--- config.mk ---
export PLATFORM = sky130hd
export DESIGN_NAME = conv2d_ctrl
export DESIGN_NICKNAME = d
export VERILOG_FILES = /design/src/rtl/conv2d_ctrl.sv
export SDC_FILE = /design/constraint.sdc
export NUM_CORES = 1
export LEC_CHECK = 0
export BUFFER_PORTS_ARGS = -buffer_cell sky130_fd_sc_hd__buf_4
export CAP_MARGIN = 20
export CORE_MARGIN = 5
export CORE_UTILIZATION = 55
export DETAILED_ROUTE_END_ITERATION = 12
export GPL_TIMING_DRIVEN = 0
export PLACE_DENSITY = 0.69
export SETUP_SLACK_MARGIN = 0.1
export SYNTH_ARGS = -nofsm -noshare
export SYNTH_HDL_FRONTEND = slang
export SYNTH_SLANG_ARGS = --single-unit
--- constraint.sdc ---
create_clock -name clk -period 17.6 [get_ports clk]
set_input_delay 3.52 -clock clk [delete_from_list [all_inputs] [get_ports clk]]
set_output_delay 3.52 -clock clk [all_outputs]
set_load 0.05 [all_outputs]
--- src/rtl/conv2d_ctrl.sv ---
// conv2d_ctrl: sequences one full 2-D convolution pass over external input,
// kernel and bias memories, one multiply-accumulate tap per cycle, and writes
// each saturated result through a valid/ready port.
//
// state | meaning
// IDLE  | waiting for start
// ISSUE | one tap read per cycle for the current output
// DRAIN | last tap's data arrives, final accumulate
// WRITE | result presented, held until out_ready
// DONE  | one-cycle completion pulse

module conv2d_ctrl #(
    parameter int in_channels  = 1,
    parameter int out_channels = 1,
    parameter int rows         = 28,
    parameter int cols         = 28,
    parameter int kernel_rows  = 3,
    parameter int kernel_cols  = 3,
    parameter int stride       = 1,
    parameter int pad          = 0,
    parameter int data_size    = 8,
    localparam int OR   = (rows + 2*pad - kernel_rows)/stride + 1,
    localparam int OC   = (cols + 2*pad - kernel_cols)/stride + 1,
    localparam int T    = in_channels*kernel_rows*kernel_cols,
    localparam int NI   = in_channels*rows*cols,
    localparam int NK   = in_channels*out_channels*kernel_rows*kernel_cols,
    localparam int NO   = out_channels*OR*OC,
    localparam int AW_I = (NI > 1) ? $clog2(NI) : 1,
    localparam int AW_K = (NK > 1) ? $clog2(NK) : 1,
    localparam int AW_O = (NO > 1) ? $clog2(NO) : 1,
    localparam int BW   = (out_channels > 1) ? $clog2(out_channels) : 1,
    localparam int ACCW = 2*data_size + $clog2(T+1) + 1
) (
    input  logic                        clk,
    input  logic                        rst_n,
    input  logic                        start,
    output logic                        busy,
    output logic                        done,
    output logic                        in_en,
    output logic [AW_I-1:0]             in_addr,
    input  logic signed [data_size-1:0] in_data,
    output logic                        kern_en,
    output logic [AW_K-1:0]             kern_addr,
    input  logic signed [data_size-1:0] kern_data,
    output logic [BW-1:0]               bias_addr,
    input  logic signed [data_size-1:0] bias_data,
    output logic                        out_valid,
    output logic [AW_O-1:0]             out_addr,
    output logic signed [data_size-1:0] out_data,
    input  logic                        out_ready
);

    typedef enum logic [2:0] {IDLE, ISSUE, DRAIN, WRITE, DONE} state_t;

    localparam int CW = 16;
    localparam logic signed [ACCW-1:0] SMAX = (ACCW'(1) <<< (data_size-1)) - ACCW'(1);
    localparam logic signed [ACCW-1:0] SMIN = -SMAX - ACCW'(1);

    state_t state, state_nx;

    logic [CW-1:0]            co, r, c, ci, kr, kc;
    logic signed [ACCW-1:0]   acc;
    logic                     tap_v, tap_first, tap_in;
    logic signed [31:0]       ir, ic;
    logic                     tap_inside, last_tap, last_out;
    logic [AW_I-1:0]          ia;
    logic [AW_K-1:0]          ka;
    logic [AW_O-1:0]          oa;
    logic signed [2*data_size-1:0] prod;
    logic signed [ACCW-1:0]   prod_x, bias_x, acc_base;
    logic [data_size-1:0]     sat;

    // Tap coordinates in the unpadded map; negative or past-edge means padding.
    assign ir = 32'(r) * 32'(stride) + 32'(kr) - 32'(pad);
    assign ic = 32'(c) * 32'(stride) + 32'(kc) - 32'(pad);
    assign tap_inside = (ir >= 0) && (ir < rows) && (ic >= 0) && (ic < cols);

    assign ia = AW_I'(32'(ci) * 32'(rows*cols) + 32'(ir) * 32'(cols) + 32'(ic));
    assign ka = AW_K'(((32'(ci) * 32'(out_channels) + 32'(co)) * 32'(kernel_rows) + 32'(kr))
                      * 32'(kernel_cols) + 32'(kc));
    assign oa = AW_O'(32'(co) * 32'(OR*OC) + 32'(r) * 32'(OC) + 32'(c));

    assign last_tap = (ci == CW'(in_channels-1)) && (kr == CW'(kernel_rows-1))
                   && (kc == CW'(kernel_cols-1));
    assign last_out = (co == CW'(out_channels-1)) && (r == CW'(OR-1)) && (c == CW'(OC-1));

    // Product of the tap issued last cycle; padded taps contribute zero.
    always_comb begin
        prod = '0;
        if (tap_in) begin
            prod = in_data * kern_data;
        end
        prod_x   = prod;
        bias_x   = bias_data;
        acc_base = tap_first ? bias_x : acc;
    end

    // Clamp the accumulator to the signed result range.
    always_comb begin
        sat = acc[data_size-1:0];
        if (acc > SMAX) begin
            sat = SMAX[data_size-1:0];
        end else if (acc < SMIN) begin
            sat = SMIN[data_size-1:0];
        end
    end

    // State register.
    always_ff @(posedge clk) begin
        if (!rst_n) begin
            state <= IDLE;
        end else begin
            state <= state_nx;
        end
    end

    // Next-state and control outputs.
    always_comb begin
        state_nx  = state;
        busy      = 1'b0;
        done      = 1'b0;
        in_en     = 1'b0;
        kern_en   = 1'b0;
        out_valid = 1'b0;
        case (state)
            IDLE: begin
                if (start) state_nx = ISSUE;
            end
            ISSUE: begin
                busy    = 1'b1;
                kern_en = 1'b1;
                in_en   = tap_inside;
                if (last_tap) state_nx = DRAIN;
            end
            DRAIN: begin
                busy     = 1'b1;
                state_nx = WRITE;
            end
            WRITE: begin
                busy      = 1'b1;
                out_valid = 1'b1;
                if (out_ready) state_nx = last_out ? DONE : ISSUE;
            end
            DONE: begin
                done     = 1'b1;
                state_nx = IDLE;
            end
            default: state_nx = IDLE;
        endcase
    end

    // Addresses and data are forced to zero whenever their strobe is low.
    assign in_addr   = in_en ? ia : '0;
    assign kern_addr = kern_en ? ka : '0;
    assign bias_addr = co[BW-1:0];
    assign out_addr  = out_valid ? oa : '0;
    assign out_data  = out_valid ? sat : '0;

    // Loop counters, read-response pipeline flags and accumulator.
    always_ff @(posedge clk) begin
        if (!rst_n) begin
            co        <= '0;
            r         <= '0;
            c         <= '0;
            ci        <= '0;
            kr        <= '0;
            kc        <= '0;
            acc       <= '0;
            tap_v     <= 1'b0;
            tap_first <= 1'b0;
            tap_in    <= 1'b0;
        end else begin
            tap_v     <= (state == ISSUE);
            tap_first <= (state == ISSUE) && (ci == '0) && (kr == '0) && (kc == '0);
            tap_in    <= in_en;
            if (tap_v) begin
                acc <= acc_base + prod_x;
            end
            case (state)
                IDLE: begin
                    if (start) begin
                        co <= '0;
                        r  <= '0;
                        c  <= '0;
                        ci <= '0;
                        kr <= '0;
                        kc <= '0;
                    end
                end
                ISSUE: begin
                    if (kc == CW'(kernel_cols-1)) begin
                        kc <= '0;
                        if (kr == CW'(kernel_rows-1)) begin
                            kr <= '0;
                            if (ci == CW'(in_channels-1)) begin
                                ci <= '0;
                            end else begin
                                ci <= ci + CW'(1);
                            end
                        end else begin
                            kr <= kr + CW'(1);
                        end
                    end else begin
                        kc <= kc + CW'(1);
                    end
                end
                WRITE: begin
                    if (out_ready) begin
                        if (c == CW'(OC-1)) begin
                            c <= '0;
                            if (r == CW'(OR-1)) begin
                                r <= '0;
                                if (co == CW'(out_channels-1)) begin
                                    co <= '0;
                                end else begin
                                    co <= co + CW'(1);
                                end
                            end else begin
                                r <= r + CW'(1);
                            end
                        end else begin
                            c <= c + CW'(1);
                        end
                    end
                end
                default: ;
            endcase
        end
    end

endmodule
==> results.py <==
metrics = {
    "sta": {
        "max_slew_margin_pct": 37.2,
        "skew_ns": 0.0160,
        "period_minus_slack_ns": 9.35,
        "hold_viol_final": 0,
        "rsz0062_at_grt": "false",
        "setup_viol": 0,
        "setup_tns_ns": 0,
        "drv_slew": 0,
        "fin_crit_sh_pct": 53.1,
        "max_freq_mhz": 107,
        "fin_worst_hold_slack_ns": 0.493,
        "tightest_slew_ns": 0.943,
    },
    "place": {
        "dp_hpwl_um": 28400,
        "gp_congestion": 0.914,
        "port_buffers": 64,
    },
    "worst_hold_path": {
        "hold_class": "flip-flop to flip-flop",
    },
    "clocking": {
        "cts.sinks": 123,
        "cts_hold_buf": 0,
        "post_cts_buffers": 0,
        "clkSlewWorstSetupHoldPaths_ns": 0.07,
        "cts_resized": 0,
        "cts_tree": "yes",
        "cts-root-buf": "clkbuf_16",
        "clkLatencyLatePin_ns": 0.43,
        "htreeDepth": 4,
        "cts_buffers": 17,
        "cts_max_path_buffers": 2,
    },
    "detailed_routing": {
        "routed_wirelength_um": 35300,
        "viasPerCell": 5.67,
        "wl_per_cell_um": 17.1,
        "dr_total_vias": 11700,
        "postRouteAntennaNets": 0,
        "drt-initial-drc-count": 887,
        "drt_pre_antenna_iters": 5,
        "drc": 0,
    },
    "finish": {
        "nets": 2003,
        "multi_input_area_um2": 10100,
        "regArea_um2": 2460,
        "insertedDiodeCount": 0,
        "area_growth_pct": 10.7,
        "layout-drive-gt1-share_pct": 7.51,
        "fillCellCount": 2202,
    },
    "job": {
        "maxCapViolations": 0,
    },
    "floorplan": {
        "die_height_um": 167,
        "initial_utilization_pct": 55.6,
        "ios": 66,
        "core.rowCount": 57,
        "core-area_um2": 24200,
        "die_x_um": 167,
        "die-area_um2": 27800,
    },
    "synth": {
        "yosysSeqAreaShare_pct": 18.3,
        "synth_ff_type": "dfxtp_1",
        "syn_area_um2": 13500,
        "synth_nets": 1919,
        "syn_avg_cell_area_um2": 8.19,
        "yosysUniqueCellTypes": 72,
        "ys_warn_count": 0,
        "synth_edf_count": 0,
        "synth_seq_cells": 123,
        "async_flop_share_pct": 0,
        "postSynthCellCount": 1648,
    },
    "critical_path": {
        "cpPeakStageDelay_ns": 0.62,
        "crit_chain": "buf_4, and2_1, fa_1, inv_1, fa_1, inv_1, fa_1, inv_1, fa_1, inv_1, ha_1, and3_1, a21oi_1, a41oi_1, xnor2_1, and2_1, ha_1, a21oi_1, o21ai_0, a22o_1, a311o_1, a22o_1, a22o_1, nand3_1",
        "path_class": "input port to flip-flop",
        "path_max_fanout": 8,
        "critPathLaunchType": "input port",
        "path_buf_inv": 5,
        "end_kind": "flip-flop",
        "cp_slowest_cell": "fa_1",
        "cp.required_ns": 17.97,
        "path_delay_family": "adder cells",
        "cp.arrival_ns": 9.73,
    },
    "pwr": {
        "leakage_uw": 0.00685,
        "power_uw": 1300,
        "power_density_nw_per_um2": 86.8,
        "ir_drop_mv": 0.0740,
    },
    "global_routing": {
        "grt_pass1_wl_um": 58000,
        "overflow": 0,
        "grt_max_degree": 17,
        "grt_pass1_vias": 11400,
        "grt_usage_pct": 25.5,
        "antenna_found_initial": 0,
    },
    "outcome": {
        "status": "complete, no violations",
    },
}
layer usage:
| metal | up-vias | global-route usage [%] | wire length, um | part of all wire [%] |
|---|---|---|---|---|
| met3 | 56 | 3.37 | 1380 | 3.9 |
| met4 | 0 | 7.08 | 865 | 2.4 |
| met5 | - | 0 | 0 | 0 |
| met1 | 5621 | 34.6 | 16500 | 47 |
| li1 | 5774 | - | - | - |
| met2 | 274 | 42.8 | 16600 | 47 |
tightest hold or removal path: cells and delay by family, from the launching register on:
kind	cells	cell delay, ns
flip-flops	1	0.32
AO/OA/AOI/OAI	1	0.05
AND/OR/NAND/NOR	1	0.07
stage by stage:
stage | setup WS [ns] | util [%] | instances | instance area [um2]
after floorplan | 8.22 | - | 1648 | 13500
after global placement | 7.85 | 59.3 | 2036 | 14400
after detailed placement | 7.80 | 59.3 | 2037 | 14400
after CTS | 8.17 | 61.6 | 2069 | 14900
after global routing | 7.77 | 61.6 | 2069 | 14900
final | 8.25 | 61.6 | 2069 | 14900
cells in the final DEF (no fill, tap or decap), drive strengths merged, types with 6 or more instances in the layout:
master,n
nor3,35
a21o,26
or3,15
nand2,90
buf,68
a21oi,91
o211ai,9
a31oi,14
fa,92
ha,151
mux2i,16
and4,6
nand3,45
and3,25
xor2,48
nor3b,8
mux2,9
o21bai,11
nand4,26
o21ai,70
clkbuf,55
a211oi,10
inv,214
o21a,14
nand2b,13
nand3b,10
xnor2,89
dfxtp,123
nor4,24
nor2,164
nor2b,19
and2,74
cell families after synthesis:
kind of cell	Yosys count	share of synthesized area [%]
buf+inv	248	6.96
compound gates	289	13.4
xor+xnor	139	9.23
fa+ha+maj	243	27.7
simple gates	581	22.6
mux	25	1.94
flops	123	18.3
Yosys cell counts, drive strengths merged (4+ instances only):
cell | count | area [um2]
nand3b | 10 | 75.1
nor3b | 8 | 75.1
or4 | 5 | 37.5
mux2i | 16 | 160
and3 | 25 | 156
nand3 | 45 | 225
a21oi | 91 | 455
o21ai | 70 | 350
o21a | 14 | 105
and2 | 74 | 463
nand2b | 13 | 81.3
clkbuf | 37 | 139
dfxtp | 123 | 2460
nor2b | 19 | 119
a41oi | 4 | 35.0
o211ai | 9 | 67.6
nand4 | 26 | 163
nor4 | 24 | 150
a22oi | 5 | 37.5
a21o | 26 | 195
a31oi | 14 | 87.6
nor4b | 5 | 43.8
or4b | 5 | 53.8
a21boi | 5 | 37.5
nor3 | 35 | 205
xnor2 | 89 | 780
o21bai | 11 | 82.6
mux2 | 9 | 101
nor2 | 164 | 616
or2 | 4 | 25.0
xor2 | 48 | 420
fa | 92 | 1840
or3 | 15 | 93.8
and4 | 6 | 52.6
inv | 208 | 781
ha | 151 | 1890
a211oi | 10 | 75.1
nand2 | 90 | 338
cell type report:
type / instances / area share (%)
repair buffers: 65 / 3.25
clock inverters: 14 / 0.738
plain buffers: 40 / 1.06
flip-flops and latches: 123 / 16.5
clock buffers: 18 / 2.94
multi-input cells: 1277 / 67.6
inverters: 208 / 5.23
well taps: 324 / 2.72
final timing paths:
path	slack, ns	to	startpoint	cells after the start
max reg2reg	12.41	tap_in	r[0]	18
max	8.25	acc[20]	in_data[7]	24
min	0.49	acc[15]	acc[15]	2
min reg2reg	0.49	acc[15]	acc[15]	2
flip-flops by register name (all words and copies together), names as in the netlist:
name       flops
kc            16
kr            16
state          3
c             16
co            16
r             16
tap_v          1
ci            16
acc           21
tap_in         1
tap_first      1
where the power goes:
group	leakage [uW]	switching [uW]	internal [uW]
logic	0.00560	393	261
registers	0.000993	18.8	290
clock network	0.000261	148	186
total	0.00685	559	736
Power figures use the tool's default switching activity.
